`src/rtl/image_loader.sv`:
```
// image_loader: accepts a stream of grey-level bytes and writes one frame of
// IMG_PIXELS words into the frame RAM, one write per accepted byte, with the
// write appearing exactly one cycle after its acceptance.
module image_loader #(
    parameter int IMG_PIXELS = 65536,
    parameter int ADDR_W     = 16
) (
    input  logic              clk,
    input  logic              reset,
    input  logic              start,
    input  logic              abort,
    input  logic [7:0]        in_data,
    input  logic              in_valid,
    output logic              in_ready,
    output logic [ADDR_W-1:0] wr_address,
    output logic [31:0]       wr_data,
    output logic              wr_en,
    output logic              busy,
    output logic              done
);

    typedef enum logic [1:0] {
        IDLE  = 2'd0,
        LOAD  = 2'd1,
        FLUSH = 2'd2,
        DONE  = 2'd3
    } state_t;

    // Accepted-count value at which the byte being accepted is the last one.
    // The count is one bit wider than the address so completion never
    // depends on the address wrapping back to zero.
    localparam logic [ADDR_W:0] LAST_COUNT = (ADDR_W + 1)'(IMG_PIXELS - 1);

    state_t              state;
    logic [ADDR_W-1:0]   addr_cnt;
    logic [ADDR_W:0]     acc_cnt;
    logic                accept;

    // Handshake and status flags decode straight from the state register, so
    // in_ready never looks at in_valid.
    assign in_ready = (state == LOAD);
    assign busy     = (state == LOAD) || (state == FLUSH);
    assign done     = (state == DONE);
    assign accept   = in_ready && in_valid;

    // Frame-load FSM, accept counters and the registered frame-RAM write port.
    always_ff @(posedge clk) begin
        if (reset) begin
            state      <= IDLE;
            addr_cnt   <= {ADDR_W{1'b0}};
            acc_cnt    <= {(ADDR_W + 1){1'b0}};
            wr_en      <= 1'b0;
            wr_address <= {ADDR_W{1'b0}};
            wr_data    <= 32'd0;
        end else begin
            // A write strobe lasts exactly one cycle; address and data hold.
            wr_en <= 1'b0;
            case (state)
                IDLE, DONE: begin
                    // start wins over a simultaneous abort here; abort alone is ignored.
                    if (start) begin
                        state    <= LOAD;
                        addr_cnt <= {ADDR_W{1'b0}};
                        acc_cnt  <= {(ADDR_W + 1){1'b0}};
                    end else begin
                        state <= state;
                    end
                end
                LOAD: begin
                    // A byte accepted on the abort cycle still gets its write.
                    if (accept) begin
                        wr_en      <= 1'b1;
                        wr_address <= addr_cnt;
                        wr_data    <= {24'd0, in_data};
                        addr_cnt   <= addr_cnt + ADDR_W'(1);
                        acc_cnt    <= acc_cnt + (ADDR_W + 1)'(1);
                    end else begin
                        addr_cnt <= addr_cnt;
                    end
                    // abort beats both start (ignored in LOAD) and completion.
                    if (abort) begin
                        state <= IDLE;
                    end else if (accept && (acc_cnt == LAST_COUNT)) begin
                        state <= FLUSH;
                    end else begin
                        state <= LOAD;
                    end
                end
                FLUSH: begin
                    // The final write is visible during this cycle; no bytes taken.
                    state <= DONE;
                end
                default: begin
                    state <= IDLE;
                end
            endcase
        end
    end

endmodule

```
`config.mk`:
```
export PLATFORM = sky130hd
export DESIGN_NAME = image_loader
export DESIGN_NICKNAME = d
export VERILOG_FILES = /design/src/rtl/image_loader.sv
export SDC_FILE = /design/constraint.sdc
export NUM_CORES = 1
export LEC_CHECK = 0
export BUFFER_PORTS_ARGS = -buffer_cell sky130_fd_sc_hd__buf_4
export CELL_PAD_IN_SITES_DETAIL_PLACEMENT = 1
export CELL_PAD_IN_SITES_GLOBAL_PLACEMENT = 1
export CORE_ASPECT_RATIO = 1.25
export CORE_MARGIN = 3
export CORE_UTILIZATION = 42
export DETAILED_ROUTE_END_ITERATION = 10
export GPL_TIMING_DRIVEN = 0
export PLACE_DENSITY_LB_ADDON = 0.1
export SLEW_MARGIN = 20
export SYNTH_ARGS = -nofsm -noshare
export SYNTH_HDL_FRONTEND = slang
export SYNTH_SLANG_ARGS = --single-unit
```
`constraint.sdc`:
```
create_clock -name clk -period 7.35 [get_ports clk]
set_input_delay 0.735 -clock clk [delete_from_list [all_inputs] [get_ports clk]]
set_output_delay 0.735 -clock clk [all_outputs]
set_load 0.05 [all_outputs]
```
* After elaboration in Yosys (flattened, before gate mapping) *
Cells that the tools add are included.

word-level totals
  flip-flop bits (word level) = 60
  input bits = 13
  output and inout bits = 52
  word-level logic and storage cells = 35

operators by class
  add/subtract/negate cells = 2
  equality and inequality tests = 6
  mux-type cells = 11
  bitwise operators = 1
  reductions and logical operators = 9

operators by type and width
  cell                     count
  $mux W17                 2
  $pmux W17 S2             1
  $mux W16                 2
  $pmux W16 S2             1
  $add A17 B1 Y17 const B  1
  $eq A17 B16 Y1 const B   1
  $add A16 B1 Y16 const B  1
  $mux W2                  3
  $pmux W2 S3              1
  $eq A2 B2 Y1 const B     2
  $reduce_or A2 Y1         2
  $reduce_and A3 Y1        1
  $eq A2 B1 Y1 const B     1
  $logic_and A1 B1 Y1      2
  $logic_not A2 Y1         1
  $ne A2 B1 Y1 const B     1
  $ne A2 B2 Y1 const B     1
  $reduce_and A2 Y1        1
  $reduce_bool A2 Y1       1
  $logic_or A1 B1 Y1       1
  $mux W1                  1
  $not A1 Y1               1

* Longest topological paths before layout *
  word-level depth = 6
  depth in mapped cells = 9

* Least setup slack after synthesis *
Ideal clock, no wire load.

  path type = reg2reg
  start = register state[0]
  end = register acc_cnt[13]
  setup time = 0.059 ns
  data arrival time = 2.452 ns
  slack = 4.839 ns
  stages on the path, launching flop included = 9
  path buffers = 3
  clock period less this slack = 2.511 ns
  cells stage by stage = dfxtp_1 ha_1 buf_6 mux2i_1 buf_6 or4_1 clkbuf_2 or4_1 nand2_1

between the ends
  longest elaborated chain between the ends = 4
  elaborated cells between the ends (all ways) = 10
  classes of those cells = eq/ne (4); mux (1); reduce/logical (5)

RTL lines
  what                         line  RTL
  from (decl)                  34    state_t state;
  from (signal assigned)       66    state <= state;
  $eq A2 B1 Y1 *               41    assign in_ready = (state == LOAD);
  named net in_ready           14    output logic in_ready,
  $logic_and A1 B1 Y1          44    assign accept = in_ready && in_valid;
  $ne A2 B1 Y1 (no line)       n/a
  $reduce_and A3 Y1 (no line)  n/a
  to (signal assigned)         51    acc_cnt <= {(ADDR_W + 1){1'b0}};
  to (signal assigned)         64    acc_cnt <= {(ADDR_W + 1){1'b0}};
  to (signal assigned)         76    acc_cnt <= acc_cnt + (ADDR_W + 1)'(1);
  to (decl)                    36    logic [ADDR_W:0] acc_cnt;

Mark *: on every way through the listed nets, which the timed path passes. The rest lies on a longest branch.
A chain may end at the register's enable or synchronous reset.

* Worst setup path in the final report *
  start = register state[0]
  end = register addr_cnt[14]

between the ends
  longest elaborated chain between the ends = 4
  elaborated cells between the ends (all ways) = 10
  classes of those cells = eq/ne (4); mux (1); reduce/logical (5)

RTL lines
  what                                                     line    RTL
  $eq A2 B2 Y1, or another cell as far along               58      case (state)
  $reduce_or A2 Y1 or $logic_and A1 B1 Y1 (tied branches)  58, 44
  $ne A2 B2 Y1 (no line), or another cell as far along     n/a
  $reduce_and A3 Y1 (no line)                              n/a
  to (signal assigned)                                     63      addr_cnt <= {ADDR_W{1'b0}};
  to (signal assigned)                                     75      addr_cnt <= addr_cnt + ADDR_W'(1);
  to (signal assigned)                                     78      addr_cnt <= addr_cnt;
  to (decl)                                                35      logic [ADDR_W-1:0] addr_cnt;

Several ways; a longest one is shown, not always the timed one.

==> out/metrics.json <==
{
  "floorplan.die.height": {"value": 96.9, "unit": "um"},
  "hold_path_depth": {"value": 2},
  "numCtsBuffers": {"value": 9},
  "instances_no_fill": {"value": 505},
  "firstDrtPassIters": {"value": 4},
  "critPathMaxFanout": {"value": 10},
  "fin_crit": {"value": 2.67, "unit": "ns"},
  "synth.avg_cell_area": {"value": 8.11, "unit": "um2"},
  "grt-ovfl-total": {"value": 0},
  "synthDominantAreaCellType": {"value": "sky130_fd_sc_hd__dfxtp_1"},
  "power.clock.fraction": {"value": 0.446},
  "synth_async_reset_ratio": {"value": 0},
  "synth_area": {"value": 2770, "unit": "um2"},
  "first_iter_violations": {"value": 84},
  "antenna_found_initial": {"value": 0},
  "r2r_setup_slack": {"value": 4.68, "unit": "ns"},
  "worst_path_max_delay_cell": {"value": "sky130_fd_sc_hd__or4_1"},
  "layout.filler_cells": {"value": 803},
  "met2_usage": {"value": 0.367},
  "power.combinational.fraction": {"value": 0.138},
  "number_of_buffers_added_to_fix_hold_violations_after_cts": {"value": 0},
  "critPathArrivalTime": {"value": 2.92, "unit": "ns"},
  "holdWs": {"value": 0.459, "unit": "ns"},
  "setup_viol_count_final": {"value": 0},
  "power_leakage": {"value": 0.00134, "unit": "uW"},
  "via_count": {"value": 2496},
  "ys_types": {"value": 38},
  "grt_usage": {"value": 0.202},
  "fmax": {"value": 375, "unit": "MHz"},
  "netSwitchingPower": {"value": 214, "unit": "uW"},
  "final_weighted_congestion_in_routability_driven_placement": {"value": 0.795},
  "synth_seq_area_share": {"value": 0.433},
  "netlist.area_leader.share": {"value": 0.433},
  "tritoncts_num_sinks": {"value": 60},
  "layout-area-overhead-vs-synth": {"value": 26.1, "unit": "%"},
  "post_cts.repair.setup_buffers": {"value": 0},
  "worstHoldEndpoint": {"value": "wr_address[15]$_SDFFE_PP0P_"},
  "hold_path_startpoint": {"value": "wr_address[15]$_SDFFE_PP0P_"},
  "status": {"value": "complete, no violations"},
  "use_met1": {"value": 0.228},
  "sw_frac_of_total": {"value": 0.268},
  "end_kind": {"value": "flop"},
  "ir_drop": {"value": 120, "unit": "uV"},
  "seqPwrFrac": {"value": 0.416},
  "cts_root_buffer": {"value": "sky130_fd_sc_hd__clkbuf_8"},
  "path_class": {"value": "reg2reg"},
  "timing.reg2reg.worst_path_depth": {"value": 9},
  "initial_utilization": {"value": 0.441},
  "internal_power": {"value": 584, "unit": "uW"},
  "cap_violations": {"value": 0},
  "top_level_ports": {"value": 65},
  "clkTransAtPathRegs": {"value": 0.07, "unit": "ns"},
  "final-max-slew-violation-count": {"value": 0},
  "skew": {"value": 0.00807, "unit": "ns"},
  "fin_total_pwr": {"value": 798, "unit": "uW"},
  "dieArea": {"value": 7620, "unit": "um2"},
  "htree_num_levels": {"value": 3},
  "grt_setup_unrepaired": {"value": "no"},
  "floorplan.core_area": {"value": 6290, "unit": "um2"},
  "finalWirelength": {"value": 7280, "unit": "um"},
  "n_antenna_cell": {"value": 0},
  "post_cts.resized_instances": {"value": 0},
  "r2r_end": {"value": "addr_cnt[14]$_SDFFE_PP0P_"},
  "final_core_utilization": {"value": 0.557},
  "cp.required": {"value": 7.60, "unit": "ns"},
  "path_common_cell": {"value": "sky130_fd_sc_hd__buf_2"},
  "final-hold-violation-count": {"value": 0},
  "clkLatencyLatePin": {"value": 0.33, "unit": "ns"},
  "setup_tns": {"value": 0, "unit": "ns"},
  "period_utilization_post_route": {"value": 0.363},
  "yosys_register_bits": {"value": 60},
  "num-nets-final": {"value": 434},
  "power_per_cell_area": {"value": 228, "unit": "nW/um2"},
  "post-route-drc-count": {"value": 0},
  "ant_nets": {"value": 0},
  "critPathMaxStageDelay": {"value": 0.52, "unit": "ns"},
  "wl_per_cell": {"value": 14.4, "unit": "um"},
  "synthesis.yosys.warnings": {"value": 0},
  "hold_path_class": {"value": "reg2reg"},
  "grt.busiest_layer": {"value": "met2"},
  "cts_tree": {"value": "done"},
  "met3_track_utilization_from_global_routing": {"value": 0.0317},
  "netlist_top_cells_area": {"value": "sky130_fd_sc_hd__dfxtp_1 43%, sky130_fd_sc_hd__nand2_1 9.3%, sky130_fd_sc_hd__a21oi_1 7.4%"},
  "ys.flop_type": {"value": "sky130_fd_sc_hd__dfxtp_1"},
  "critical_path_cell_list": {"value": "inv_1, ha_1, buf_2, nor2b_1, buf_2, or3_1, clkbuf_1, or4_1, a21oi_1"},
  "synth_edf_count": {"value": 0},
  "largest_net_degree_at_the_start_of_global_routing": {"value": 12},
  "vias_per_cell": {"value": 4.94},
  "critical_path.startpoint_type": {"value": "flop"},
  "first_global_vias": {"value": 2582},
  "critical_path.reg2reg.startpoint": {"value": "state[0]$_SDFFE_PP0P_"},
  "dp_hpwl": {"value": 5270, "unit": "um"},
  "wire_length_of_the_first_global_routing_pass": {"value": 12400, "unit": "um"},
  "drive_above_1_share": {"value": 0.214},
  "io_buffers": {"value": 39},
  "die_w": {"value": 78.7, "unit": "um"},
  "numPlacedInstances": {"value": 489},
  "row_count": {"value": 32},
  "number_of_instances_in_the_synthesized_netlist": {"value": 342},
  "clockBufferDepth": {"value": 2}
}
-- kinds of logic after synthesis --
group	synth area share
muxes	0.0158
other	0.00135
DFF	0.433
and+or+nand+nor	0.249
AOI/OAI and AO/OA	0.126
buffers and inverters	0.110
xor gates and xnor gates	0.0379
adders and majority gates	0.0271
-- critical path: cells and delay by family, from the launching register on --
family                     cells  cell delay (ns)
AOI/OAI and AO/OA              1             0.20
adders and majority gates      1             0.28
buffers and inverters          4             0.65
and+or+nand+nor                3             1.06
DFF                            1             0.39
-- how the worst max path moves through the flow --
stage                                           end  slack (ns)             startpoint  cells after the start
after floorplan            acc_cnt[13]$_SDFFE_PP0P_        4.84  state[0]$_SDFFE_PP0P_                      8
after global placement    addr_cnt[14]$_SDFFE_PP0P_        4.88  state[0]$_SDFFE_PP0P_                      9
after detailed placement   addr_cnt[8]$_SDFFE_PP0P_        4.73  state[0]$_SDFFE_PP0P_                      9
after CTS                 addr_cnt[14]$_SDFFE_PP0P_        4.66  state[0]$_SDFFE_PP0P_                      9
after global routing      addr_cnt[14]$_SDFFE_PP0P_        4.50  state[0]$_SDFFE_PP0P_                      9
final                     addr_cnt[14]$_SDFFE_PP0P_        4.68  state[0]$_SDFFE_PP0P_                      9
-- synth_stat cells (all sizes together), types with 2 or more instances --
| cell type | number |
|---|---|
| o31ai | 8 |
| o21ai | 6 |
| mux2 | 3 |
| nand3 | 12 |
| a21oi | 41 |
| ha | 6 |
| nor3 | 3 |
| nand4 | 5 |
| xnor2 | 7 |
| nor2 | 20 |
| nand2 | 69 |
| dfxtp | 60 |
| nor4 | 4 |
| or2 | 3 |
| nor4b | 3 |
| clkbuf | 15 |
| o21a | 2 |
| or4 | 12 |
| xor2 | 5 |
| and3 | 2 |
| inv | 8 |
| buf | 29 |
| or3 | 8 |
-- sequential cells by signal, summed over array words and instances (netlist names) --
register    flops
acc_cnt        17
addr_cnt       16
wr_address     16
wr_data         8
state           2
wr_en           1
-- layout make-up --
class | count | area (um2) | area share
inverters | 8 | 30.0 | 0.00858
multi-input cells | 253 | 1350 | 0.387
clock buffers | 9 | 124 | 0.0354
clock inverters | 7 | 115 | 0.0329
flip-flops and latches | 60 | 1200 | 0.343
repair buffers | 39 | 293 | 0.0837
plain buffers | 44 | 275 | 0.0787
well taps | 85 | 106 | 0.0304
-- per-layer routing --
metal | vias to the layer above | share of wire
met4 | 0 | 0.018
met1 | 1184 | 0.41
li1 | 1263 | -
met2 | 39 | 0.54
met3 | 10 | 0.030
met5 | - | 0
-- power by group through the flow --
stage	logic (uW)	registers, uW	clock network (uW)
after floorplan	75.9	348	0
after global placement	107	339	0
after detailed placement	109	339	0
after CTS	110	332	361
after global routing	118	332	380
final	110	332	356
-- placed cells by master (no fill, tap or decap), drive strengths merged --
cell,count
nand2,69
bufinv,3
ha,6
o22a,1
a311oi,1
and2,1
nor4b,3
a31oi,1
and3,2
or3,8
or2,3
o21a,2
o211ai,1
o31ai,8
a21oi,41
xnor2,7
o21ai,6
xor2,5
clkinv,2
nor4,4
and3b,1
nor2,20
nor2b,1
clkbuf,24
a211oi,1
mux2,3
nand3,12
conb,24
inv,8
clkinvlp,2
nand4,5
mux2i,1
dfxtp,60
buf,68
nor3,3
nand2b,1
or4,12
-- through the flow --
step / area [um2] / setup WS, ns
6_report: 3500 / 4.68
5_1_grt: 3500 / 4.50
4_1_cts: 3500 / 4.66
3_5_place_dp: 3260 / 4.73
3_3_place_gp: 3260 / 4.88
2_1_floorplan: 2860 / 4.84
No activity file was read; power rests on OpenSTA's default activity.
